File: config.mk
export PLATFORM = sky130hd
export DESIGN_NAME = seq_det_prog
export DESIGN_NICKNAME = d
export VERILOG_FILES = /design/src/rtl/seq_det_pkg.sv /design/src/rtl/seq_det_match_cnt.sv /design/src/rtl/seq_det_prog.sv
export SDC_FILE = /design/constraint.sdc
export NUM_CORES = 1
export LEC_CHECK = 0
export CORE_AREA = 2 2 45 47
export CTS_BUF_LIST = sky130_fd_sc_hd__clkbuf_4 sky130_fd_sc_hd__clkbuf_8
export CTS_CLUSTER_DIAMETER = 100
export DETAILED_ROUTE_END_ITERATION = 7
export DIE_AREA = 0 0 47 49
export DONT_BUFFER_PORTS = 1
export PLACE_DENSITY = 0.75
export SYNTH_ARGS = -nofsm -noshare
export SYNTH_HDL_FRONTEND = slang
export SYNTH_HIERARCHICAL = 1
export SYNTH_SLANG_ARGS = --single-unit
File: constraint.sdc
create_clock -name clk_i -period 3.5 [get_ports clk_i]
set_clock_uncertainty 0.05 [all_clocks]
set_input_delay 0.35 -clock clk_i [delete_from_list [all_inputs] [get_ports clk_i]]
set_output_delay 0.35 -clock clk_i [all_outputs]
set_load 0.03 [all_outputs]
File: src/rtl/seq_det_pkg.sv
// Shared defaults and helpers for the programmable serial sequence detector.
package seq_det_pkg;

  localparam int unsigned PAT_W_DEF = 5;
  localparam int unsigned LEN_W_DEF = $clog2(PAT_W_DEF + 1);
  localparam logic [PAT_W_DEF-1:0] PAT_DEF_VAL = 5'b10110;

  // Lengths above the pattern register width saturate to the full width.
  function automatic int unsigned clamp_len(input int unsigned len, input int unsigned pat_w);
    return (len > pat_w) ? pat_w : len;
  endfunction

endpackage

File: src/rtl/seq_det_match_cnt.sv
// Saturating match counter, cleared by reset or by a configuration load.
module seq_det_match_cnt #(
  parameter int unsigned CNT_W = 16
) (
  input  logic             clk_i,
  input  logic             rst_i,
  input  logic             clr_i,
  input  logic             inc_i,
  output logic [CNT_W-1:0] cnt_o
);

  logic [CNT_W-1:0] cnt_d, cnt_q;

  always_comb begin
    cnt_d = cnt_q;
    if (clr_i) begin
      cnt_d = '0;
    end else if (inc_i && (cnt_q != '1)) begin
      cnt_d = cnt_q + CNT_W'(1);
    end
  end

  always_ff @(posedge clk_i) begin
    if (rst_i) begin
      cnt_q <= '0;
    end else begin
      cnt_q <= cnt_d;
    end
  end

  assign cnt_o = cnt_q;

endmodule

File: src/rtl/seq_det_prog.sv
// Mealy serial sequence detector with a runtime-programmable pattern and overlap mode.
// Optional match counter enabled by defining SEQ_MATCH_CNT_EN.
module seq_det_prog
  import seq_det_pkg::*;
#(
  parameter int unsigned      PAT_W   = PAT_W_DEF,
  parameter logic [PAT_W-1:0] PAT_DEF = PAT_W'(PAT_DEF_VAL),
  parameter int unsigned      LEN_DEF = 5,
  parameter int unsigned      CNT_W   = 16,
  parameter int unsigned      LEN_W   = $clog2(PAT_W + 1)
) (
  input  logic             clk_i,
  input  logic             rst_i,
  input  logic             d_i,
  input  logic             valid_i,
  input  logic             cfg_load_i,
  input  logic [PAT_W-1:0] cfg_pat_i,
  input  logic [LEN_W-1:0] cfg_len_i,
  input  logic             cfg_ovl_i,
  output logic             sd_o
`ifdef SEQ_MATCH_CNT_EN
  ,
  output logic [CNT_W-1:0] cnt_o
`endif
);

  localparam logic [LEN_W-1:0] FillMax = LEN_W'(PAT_W - 1);

  logic [PAT_W-1:0] pat_q;
  logic [LEN_W-1:0] len_q;
  logic             ovl_q;
  logic [PAT_W-2:0] hist_d, hist_q;
  logic [LEN_W-1:0] fill_d, fill_q;

  logic [PAT_W-1:0] cand;
  logic [PAT_W-1:0] mask;
  logic [LEN_W-1:0] len_clamped;
  logic             fill_ok;
  logic             hit;

  assign cand        = {hist_q, d_i};
  assign len_clamped = LEN_W'(clamp_len(32'(cfg_len_i), PAT_W));

  // Only the low len_q bits of the candidate window take part in the compare.
  always_comb begin
    mask = '0;
    for (int unsigned i = 0; i < PAT_W; i++) begin
      mask[i] = (i < 32'(len_q));
    end
  end

  // fill + 1 >= len_q, evaluated one bit wider so len_q - 1 never underflows.
  assign fill_ok = ({1'b0, fill_q} + (LEN_W + 1)'(1)) >= {1'b0, len_q};

  assign hit  = valid_i & (len_q != '0) & fill_ok & (((cand ^ pat_q) & mask) == '0);
  assign sd_o = hit & ~rst_i & ~cfg_load_i;

  always_comb begin
    hist_d = hist_q;
    fill_d = fill_q;
    if (cfg_load_i) begin
      hist_d = '0;
      fill_d = '0;
    end else if (valid_i) begin
      hist_d = cand[PAT_W-2:0];
      if (sd_o && !ovl_q) begin
        fill_d = '0;
      end else if (fill_q != FillMax) begin
        fill_d = fill_q + LEN_W'(1);
      end
    end
  end

  always_ff @(posedge clk_i) begin
    if (rst_i) begin
      pat_q  <= PAT_DEF;
      len_q  <= LEN_W'(LEN_DEF);
      ovl_q  <= 1'b1;
      hist_q <= '0;
      fill_q <= '0;
    end else begin
      if (cfg_load_i) begin
        pat_q <= cfg_pat_i;
        len_q <= len_clamped;
        ovl_q <= cfg_ovl_i;
      end
      hist_q <= hist_d;
      fill_q <= fill_d;
    end
  end

`ifdef SEQ_MATCH_CNT_EN
  seq_det_match_cnt #(
    .CNT_W(CNT_W)
  ) u_match_cnt (
    .clk_i(clk_i),
    .rst_i(rst_i),
    .clr_i(cfg_load_i),
    .inc_i(sd_o),
    .cnt_o(cnt_o)
  );
`else
  logic [CNT_W-1:0] unused_cnt_w;
  assign unused_cnt_w = '0;
`endif

endmodule

* After elaboration in Yosys (flattened, before gate mapping)
Cells that the tools add are included.
** Word-level totals
- Memories kept :: 0
- ROM bits :: 0
- Output and inout port bits :: 1
- RAM bits :: 0
- Logic and storage cells :: 34
- Bits of input ports :: 14
- Bits in registers :: 16
- Bits in latches :: 0
** Cells by class
- Divide/modulo/power cells :: 0
- Eq/ne operators :: 1
- Magnitude comparators :: 7
- Reductions and logical operators :: 7
- Shift-type cells :: 0
- $mul :: 0
- Add/sub/neg operators :: 2
- Bitwise operators :: 9
- Mux-type cells :: 3
** Operators with widths (number)
- 3-bit two-way mux :: 3
- 1-bit by 3-bit < comparator with 1-bit output, first input constant :: 2
- 2-bit by 3-bit < comparator with 1-bit output, first input constant :: 2
- 1-bit bitwise AND :: 5
- 5-bit bitwise AND :: 1
- 5-bit logical NOT :: 1
- 5-bit XOR :: 1
- 3-bit by 1-bit adder with 4-bit output, second input constant :: 1
- 4-bit by 3-bit >= comparator with 1-bit output :: 1
- 3-bit by 1-bit adder with 3-bit output, second input constant :: 1
- 3-bit greater-than comparator, second input constant :: 1
- 3-bit < comparator, first input constant :: 1
- 3-bit inequality test, second input constant :: 1
- 3-bit nonzero test :: 1
- 1-bit inverter :: 2
- 2-bit AND reduction :: 1
- 2-bit nonzero test :: 1
- 2-bit OR reduction :: 1
- 1-bit logical AND :: 1
- 1-bit logical NOT :: 1

* Longest topological paths before layout
Gate-level depths: netlist (run 1).
- Depth after elaboration :: 9
- Gate-level depth with buffers :: 7
- Gate-level depth less buffers :: 7

* Worst setup path after synthesis (run 1)
Ideal clock, no wire load.
- Path type :: register -> output
- From :: register fill_q[0]
- To :: output port sd_o
- Data arrival time :: 1.807 ns
- Setup slack :: 1.293 ns
- Data required time :: 3.100 ns
- Stages on the path, launching flop included :: 8
- Buffers on the path :: 0
- Path through :: dfxtp_1 -> inv_1 -> ha_1 -> ha_1 -> o21ai_0 -> o21a_1 -> a211oi_2 -> a21boi_2
** Between the ends
- Longest elaborated chain between the ends :: 6
** Ends and longest elaborated chain
- from (decl) :: line seq_det_prog.sv:33 : logic [LEN_W-1:0] fill_d, fill_q;
- from (signal assigned) :: line seq_det_prog.sv:88 : fill_q <= fill_d;
- 3-bit by 1-bit adder with 4-bit output :: line seq_det_prog.sv:53 : assign fill_ok = ({1'b0, fill_q} + (LEN_W + 1)'(1)) >= {1'b0, len_q};
- 4-bit by 3-bit >= comparator with 1-bit output :: line seq_det_prog.sv:53
- 1-bit bitwise AND (2 in a row) :: line seq_det_prog.sv:55 : assign hit = valid_i & (len_q != '0) & fill_ok & (((cand ^ pat_q) & mask) == '0);
- 1-bit bitwise AND (2 in a row) :: line seq_det_prog.sv:56 : assign sd_o = hit & ~rst_i & ~cfg_load_i;
- to (decl) :: line seq_det_prog.sv:20 : output logic sd_o
No other way between the ends.

* Worst setup path in the final report (run 1)
Same ends and word-level chain as after synthesis.

==> results of run 1 <==
final cells by class:
type | instances | area (um2) | area share
Clock buffer | 3 | 22.5 | 0.0249
Inverter | 5 | 18.8 | 0.0207
Tap cell | 27 | 33.8 | 0.0373
Sequential cell | 16 | 320 | 0.354
Multi-Input combinational cell | 67 | 509 | 0.563
through the flow:
stage               instances  utilization  power [mW]  setup WS (ps)  instance area (um2)
floorplan                  92            -       0.237           1290                  877
global placement          115        0.479       0.233           1220                  882
detailed placement        115        0.479       0.235           1150                  882
CTS                       118        0.491       0.328            815                  905
global route              118        0.491       0.345            645                  905
finish                    118        0.491       0.323            839                  905
worst reg2reg max path: cells and delay by family (launching register included):
kind	cells	cell delay [ps]
AOI/OAI and AO/OA	4	610
adders and majority gates	2	590
DFF	1	380
buffers and inverters	1	90
worst max path at each step:
stage	from	to	cells after the start
after global placement	fill_q[0]	sd_o	7
after detailed placement	fill_q[0]	sd_o	7
after floorplan	fill_q[0]	sd_o	7
final	fill_q[0]	sd_o	7
after CTS	fill_q[0]	sd_o	7
after global routing	fill_q[0]	sd_o	7
Yosys cell counts, drive strengths merged:
master,n
nor3,4
o21ai,3
o22ai,1
nand4b,1
inv,5
xor2,1
a21boi,2
a31oi,1
buf,4
nand2,10
nor3b,1
a211oi,1
a21o,1
and2,1
xnor2,6
or3,1
mux2,1
nand2b,1
ha,5
o21a,1
dfxtp,16
o211ai,2
nor2,5
a21oi,5
mux2i,10
nand3,3
flip-flops by register name (all words and copies together), names as in the netlist:
register  cells
fill_q        3
len_q         3
pat_q         5
ovl_q         1
hist_q        4
layer usage:
layer  wire [um]  part of all wire  global-route usage
met2         770              0.52               0.231
met5           0                 0                   0
met4           8            0.0054              0.0694
met3          43             0.029              0.0333
met1         660              0.45               0.199
cell families (layout without fill, tap and decap cells):
family                   Yosys count  count (layout)  synth area share
XOR/XNOR                           7               7            0.0699
AND/OR/NAND/NOR                   27              27             0.168
AO/OA/AOI/OAI                     17              17             0.144
adder cells (fa/ha/maj)            5               5            0.0713
buffers and inverters              9               8            0.0542
multiplexers                      11              11             0.127
flip-flops                        16              16             0.365
power by group:
group	total [mW]	leakage [nW]	switching [mW]	internal, mW
Combinational	0.0347	0.224	0.0160	0.0187
Clock	0.0927	0.0138	0.0528	0.0399
Sequential	0.195	0.131	0.00603	0.189
Total	0.323	0.369	0.0748	0.248
==> results.cfg, run 1 <==
[detailed_routing]
wire_per_inst_um = 12.6
dr.first_iter.drc_count = 9
wl_um = 1480
dr.pass1.iters = 4
viasPerCell = 5.15
drc = 0
num_vias = 608
ant_nets = 0

[grt]
grt_pass1_vias = 608
grt_pass1_wl_um = 2540
grtUsageTotal = 0.152
antenna_found_initial = 0
grt_start_max_net_pins = 18
grt_overflow = 0

[sta]
setup_violations = 0
slew_headroom = 0.731
period_minus_slack_ps = 2660
slew_violations = 0
clock.fmax_ghz = 0.376
hold_violations = 0
setup_tns_ps = 0
holdWs_ps = 77.3
fin_crit_sh = 0.760
rsz0062_at_grt = no
worst_pin_slew_ps = 401

[clocking]
cts_resized = 0
clock_sinks = 16
ctsHoldBuffers = 0
worstSkewPairLatency_ps = 280
post_cts_buffers = 0
root_buffer = clkbuf_4
clock_path_buffers = 2
cts_buffers = 3
cts_tree = yes
cts.htree.levels = 1
clk_pin_slew_ps = 90

[critical_path]
cpMaxStageDelayCell = a21boi_2
start_kind = flop
path_cells = inv_1 > ha_1 > ha_1 > o21ai_0 > o21a_1 > a211oi_2 > a21boi_2
regToRegSetupSlack_ps = 1650
worst_ep_arrival_time_ps = 2260
crit_fanout = 4
cp_common_cell = ha_1
ff2ff_path_depth = 7
crit_type = flop to output port
cp.required_ps = 3100
reg2reg_to = fill_q[0]
worstSetupEndpointType = output port
path_buf_inv = 1
critPathMaxStageDelay_ps = 430
crit_family = compound AO/OA/AOI/OAI gates
r2r-start = fill_q[0]

[floorplanning]
core_region_area_mm2 = 0.00184
die_area_mm2 = 0.00230
ios = 15
fp-row-count = 16
initial_core_util = 0.476
die_y_um = 49
die_x_um = 47

[logic_synthesis]
yosysTopAreaCellShare = 0.365
synth_fp_nets = 111
netlist-cell-type-count = 33
synth_warnings = 6
netlist.top_cell.by_area = dfxtp_1
synthCells = 92
syn_area_per_cell_um2 = 9.53
synth_area_um2 = 877
yosysSeqAreaShare = 0.365
ys_ff_latch = 16
synthTopCellsByArea = dfxtp_1, mux2i_1, ha_1

[placement]
hpwl_um = 1190
gp_congestion = 0.841
numPortBuffers = 0

[cells_and_area]
mostFrequentLayoutCells = dfxtp_1, mux2i_1, nand2_1
nFillCells = 193
final_common_cell = dfxtp_1
diodes = 0
syn_to_final_growth_pct = 3.14
nets = 112
final_layout_size_suffix_gt1_frac = 0.110

[outcome]
status = finished, final reports clean

[pwr]
p_leak_nw = 0.369
vdd_drop_max_uv = 213
power_density_mw_per_mm2 = 357

[hold_path]
min_to = pat_q[3]
hold-path-cell-count = 1
min_from = rst_i
hp-class = input pin to flop

[flow_run]
drv_cap = 0
No activity file was read; power rests on OpenSTA's default activity.
==> run 2: changes to the inputs <==
--- a/config.mk
+++ b/config.mk
@@ -11,7 +11,7 @@
 export DETAILED_ROUTE_END_ITERATION = 7
 export DIE_AREA = 0 0 47 49
 export DONT_BUFFER_PORTS = 1
-export PLACE_DENSITY = 0.75
+export PLACE_DENSITY = 0.78
 export SYNTH_ARGS = -nofsm -noshare
 export SYNTH_HDL_FRONTEND = slang
 export SYNTH_HIERARCHICAL = 1
==> constraint.sdc (replaced) <==
create_clock -name clk_i -period 2.3 [get_ports clk_i]
set_clock_uncertainty 0.05 [all_clocks]
set_input_delay 0.23 -clock clk_i [delete_from_list [all_inputs] [get_ports clk_i]]
set_output_delay 0.23 -clock clk_i [all_outputs]
set_load 0.03 [all_outputs]
==> run 2 against run 1 <==
  * Clock power grew 52%
  * Routed wire length is 18% higher
  * Critical endpoint unchanged
  * Via count is 5.8% higher
==> results.cfg, run 2 (synthesized netlist as in run 1, its figures left out) <==
[critical_path]
start_kind = flop
critPathMaxStageDelay_ps = 370
cpMaxStageDelayCell = dfxtp_4
crit_type = flop to output port
crit_fanout = 3
cp.required_ps = 2020
reg2reg_to = fill_q[0]
worst_ep_arrival_time_ps = 1970
path_cells = ha_4 > xor2_2 > ha_1 > o21ai_1 > o21a_1 > a211oi_2 > a21boi_4
crit_path_start = fill_q[1]
ff2ff_path_depth = 9
r2r-start = fill_q[1]
worstSetupEndpointType = output port
crit_end = sd_o
regToRegSetupSlack_ps = 460

[floorplanning]
initial_core_util = 0.476
ios = 15
die_area_mm2 = 0.00230
die_y_um = 49
core_region_area_mm2 = 0.00184
fp-row-count = 16
die_x_um = 47

[cells_and_area]
reg_top3 = pat_q x5, hist_q x4
nets = 120
largest_reg_flops = 5
syn_to_final_growth_pct = 16.3
register_area_um2 = 328
regMostFlops = pat_q
layout.cells.non_filler = 126
diodes = 0
mostFrequentLayoutCells = dfxtp_1, mux2i_1, nand2_1
final_common_cell = dfxtp_1
nFillCells = 183
multi_input_area_um2 = 549
final_layout_size_suffix_gt1_frac = 0.222
fin_util = 0.554

[sta]
worst_pin_slew_ps = 258
slew_violations = 0
setup_ws_ps = 47.6
holdWs_ps = 19.9
setup_tns_ps = 0
rsz0062_at_grt = yes
clock.fmax_ghz = 0.444
setup_violations = 0
period_minus_slack_ps = 2250
hold_violations = 0
fin_crit_sh = 0.979
slew_headroom = 0.828

[detailed_routing]
drc = 0
wire_per_inst_um = 13.8
wl_um = 1740
viasPerCell = 5.10
dr.pass1.iters = 4
ant_nets = 0
num_vias = 643
dr.first_iter.drc_count = 2

[grt]
grt_overflow = 0
top_usage_layer = met2
grt_util_met2 = 0.295
antenna_found_initial = 0
use_met1 = 0.237
grtUsageTotal = 0.182
grt_start_max_net_pins = 15
use_met3 = 0.0259
grt_pass1_vias = 692
grt_pass1_wl_um = 3040

[placement]
gp_congestion = 0.832
numPortBuffers = 0
preCtsSetupSlack_ps = 166
hpwl_um = 1230
placedCellCount = 116

[clocking]
cts_tree = yes
root_buffer = clkbuf_4
clock_sinks = 16
cts.htree.levels = 1
clock_path_buffers = 2
worstSkewPairLatency_ps = 280
cts_buffers = 3
clk_pin_slew_ps = 80

[pwr]
power_density_mw_per_mm2 = 495
p_leak_nw = 0.409
vdd_drop_max_uv = 348

[hold_path]
hp-class = input pin to flop

[flow_run]
drv_cap = 0

[outcome]
status = finished, final reports clean
[run 2: cell types whose count changed in the layout (fill, tap and decap cells not counted), moves of 2 or more]
cell           change
inv_2              +2
buf_4              +5
dfxtp_4            +2
ha_1               -2
inv_1              -2
ha_4               +2
dlygate4sd3_1      +3
dfxtp_1            -2
[run 2: power breakdown]
part           total (mW)  internal, mW  leakage (nW)  switching (mW)
registers           0.297         0.287         0.133          0.0106
clock network       0.141        0.0609        0.0138          0.0804
logic              0.0668        0.0360         0.263          0.0308
total               0.505         0.383         0.409           0.122
[run 2: metal layers]
| metal | up-vias | part of all wire | wire [um] |
|---|---|---|---|
| met5 | - | 0 | 0 |
| li1 | 333 | - | - |
| met1 | 296 | 0.43 | 758 |
| met3 | 2 | 0.026 | 46 |
| met4 | 0 | 0.0092 | 16 |
| met2 | 12 | 0.53 | 922 |
[run 2: what timing repair did]
action,in CTS,in global routing
pin swaps,5,4
endpoints found under the hold margin,6,1
buffers inserted,4,0
hold buffers,2,1
resized for setup,11,1
setup endpoints to repair,1,1
[run 2: metrics by stage]
step           area [um2]  total power [mW]
6_report             1020             0.505
2_1_floorplan         877             0.360
5_1_grt              1020             0.535
4_1_cts              1000             0.505
3_3_place_gp          890             0.355
3_5_place_dp          890             0.359
[run 2: area by class of cell]
cell class                 instances  area share
sequential                        16       0.321
clock buffer                       3      0.0221
tap                               27      0.0331
multi-input combinational         67       0.539
inverter                           5      0.0184
timing repair buffer               8      0.0663
[run 2: critical path, delay by kind of cell (launching register included)]
family / cells / cell delay (ps)
adders and majority gates: 2 / 450
xor gates and xnor gates: 1 / 140
DFF: 1 / 370
AOI/OAI and AO/OA: 4 / 740
[run 2: worst min-delay path by stage]
stage | from | endpoint | slack (ps) | cells after the start
detailed placement | rst_i | pat_q[3] | 260 | 1
floorplan | cfg_ovl_i | ovl_q | 310 | 2
finish | rst_i | fill_q[1] | 20 | 3
global placement | rst_i | pat_q[3] | 250 | 1
CTS | cfg_load_i | len_q[2] | 20 | 1
global route | cfg_load_i | len_q[2] | 9 | 2
==> run 3: changes to the inputs <==
--- a/config.mk
+++ b/config.mk
@@ -11,7 +11,7 @@
 export DETAILED_ROUTE_END_ITERATION = 7
 export DIE_AREA = 0 0 47 49
 export DONT_BUFFER_PORTS = 1
-export PLACE_DENSITY = 0.78
+export PLACE_DENSITY = 0.74
 export SYNTH_ARGS = -nofsm -noshare
 export SYNTH_HDL_FRONTEND = slang
 export SYNTH_HIERARCHICAL = 1
==> run 3 against run 2 <==
  * First-iteration DRC count increased to 4.5 times the previous value
  * Cell count decreased by 1.6%
  * Sequential power about the same
  * Register-to-register slack got worse by 70 ps
  * Cell area decreased by 1.2%
  * Worst hold slack got worse by 8.2 ps
  * Clock power about the same
  * Global-route usage decreased by 1.4 points
  * Critical path depth unchanged
  * Critical path type unchanged
  * Critical endpoint unchanged
==> results.cfg, run 3 (synthesized netlist as in run 1, its figures left out) <==
[outcome]
status = finished, final reports clean

[grt]
grt_pass1_vias = 631
grt_pass1_wl_um = 2760
grt_overflow = 0
grt_start_max_net_pins = 15
grtUsageTotal = 0.168
antenna_found_initial = 0

[clocking]
clk_pin_slew_ps = 80
cts_buffers = 3
root_buffer = clkbuf_4
clock_path_buffers = 2
worstSkewPairLatency_ps = 290
clock_sinks = 16
cts_tree = yes
cts.htree.levels = 1

[pwr]
clkPwrFrac = 0.284
intPower_mw = 0.384
power.total_mw = 0.507
p_sw_frac = 0.243
pwr-share-seq = 0.584
p_comb_frac = 0.132
p_leak_nw = 0.401
vdd_drop_max_uv = 358
power_density_mw_per_mm2 = 503
p_sw_mw = 0.123

[critical_path]
reg2reg_to = fill_q[2]
worstSetupEndpointType = output port
cpMaxStageDelayCell = dfxtp_4
r2r-start = fill_q[1]
crit_type = flop to output port
cp.required_ps = 2020
path_cells = ha_4 > xor2_1 > ha_1 > o21ai_1 > o21a_1 > a211oi_2 > a21boi_4
crit_fanout = 4
worst_ep_arrival_time_ps = 1990
critPathMaxStageDelay_ps = 370
start_kind = flop
regToRegSetupSlack_ps = 390
ff2ff_path_depth = 10
crit_family = compound AO/OA/AOI/OAI gates
path_buf_inv = 0

[cells_and_area]
finalInstanceArea_mm2 = 0.00101
largest_reg_flops = 5
fin_util = 0.547
syn_to_final_growth_pct = 14.8
regMostFlops = pat_q
final_common_cell = dfxtp_1
nFillCells = 167
mostFrequentLayoutCells = dfxtp_1, mux2i_1, nand2_1
reg_top3 = pat_q x5, hist_q x4
final_layout_size_suffix_gt1_frac = 0.216
diodes = 0
nets = 118

[detailed_routing]
drc = 0
ant_nets = 0
viasPerCell = 5.10
dr.first_iter.drc_count = 9
wl_um = 1590
dr.pass1.iters = 4
num_vias = 633
wire_per_inst_um = 12.9

[floorplanning]
die_area_mm2 = 0.00230
die_x_um = 47
fp-row-count = 16
initial_core_util = 0.476
die_y_um = 49
ios = 15
core_region_area_mm2 = 0.00184

[sta]
worst_pin_slew_ps = 265
setup_tns_ps = 0
fin_crit_sh = 0.986
slew_headroom = 0.823
period_minus_slack_ps = 2270
slew_violations = 0
setup_violations = 0
hold_violations = 0
clock.fmax_ghz = 0.441
rsz0062_at_grt = yes

[placement]
hpwl_um = 1140
numPortBuffers = 0
placed_area_um2 = 890
gp_congestion = 0.835

[hold_path]
hp-class = input pin to flop
min_to = len_q[2]
min_from = cfg_load_i
hold-path-cell-count = 1

[flow_run]
drv_cap = 0
[run 3: cell count changes in the layout (fill, tap and decap cells not counted)]
cell / change
ha_4: +1
ha_1: -1
xor2_2: -1
xor2_1: +1
dlygate4sd3_1: -1
buf_4: -1
[run 3: per-layer routing]
layer | vias up | track usage | routed length [um]
met4 | 0 | 0.0833 | 38
met1 | 287 | 0.202 | 710
met3 | 5 | 0.0444 | 68
li1 | 330 | - | -
met2 | 11 | 0.267 | 777
met5 | - | 0 | 0
[run 3: area by class of cell]
class / instances / area, um2 / area share
multi-input cells: 67 / 554 / 0.550
flip-flops and latches: 16 / 328 / 0.325
repair buffers: 6 / 50.0 / 0.0497
well taps: 27 / 33.8 / 0.0335
clock buffers: 3 / 22.5 / 0.0224
inverters: 5 / 18.8 / 0.0186
[run 3: worst max path at each step]
stage                          from  cells past startpoint   end  slack [ps]
after global placement    fill_q[0]                      7  sd_o         240
after CTS                 fill_q[0]                      7  sd_o         -40
after detailed placement  fill_q[0]                      7  sd_o         100
after floorplan           fill_q[0]                      7  sd_o         210
after global routing      fill_q[1]                      7  sd_o         -70
final                     fill_q[1]                      7  sd_o          30
[run 3: worst register-to-register path, delay by kind of cell (launching register included)]
family | cells | cell delay [ps]
xor gates and xnor gates | 1 | 140
DFF | 1 | 370
buffers and inverters | 3 | 330
adders and majority gates | 2 | 430
AOI/OAI and AO/OA | 4 | 480
[run 3: power by group through the flow]
stage                     sequential (mW)  clock [mW]  combinational, mW
after floorplan                     0.301           0             0.0591
after global placement              0.303           0             0.0521
after detailed placement            0.304           0             0.0537
after CTS                           0.296       0.149             0.0639
after global routing                0.298       0.161             0.0755
final                               0.296       0.144             0.0669
[run 3: stage by stage]
step / std cells / hold slack, ps / setup slack [ps]
after CTS: 123 / 5.38 / -39.4
final: 124 / 11.7 / 31.3
after global placement: 116 / 255 / 241
after global routing: 124 / 3.87 / -70.3
after floorplan: 92 / 308 / 213
after detailed placement: 116 / 256 / 101
[run 3: repair_timing]
action / in CTS / in global routing
hold endpoints to repair: 6 / 0
resized for setup: 11 / 1
setup endpoints to repair: 1 / 1
setup buffers: 2 / 1
pin swaps: 3 / 2
cloned: 0 / 0
hold buffers: 2 / 0
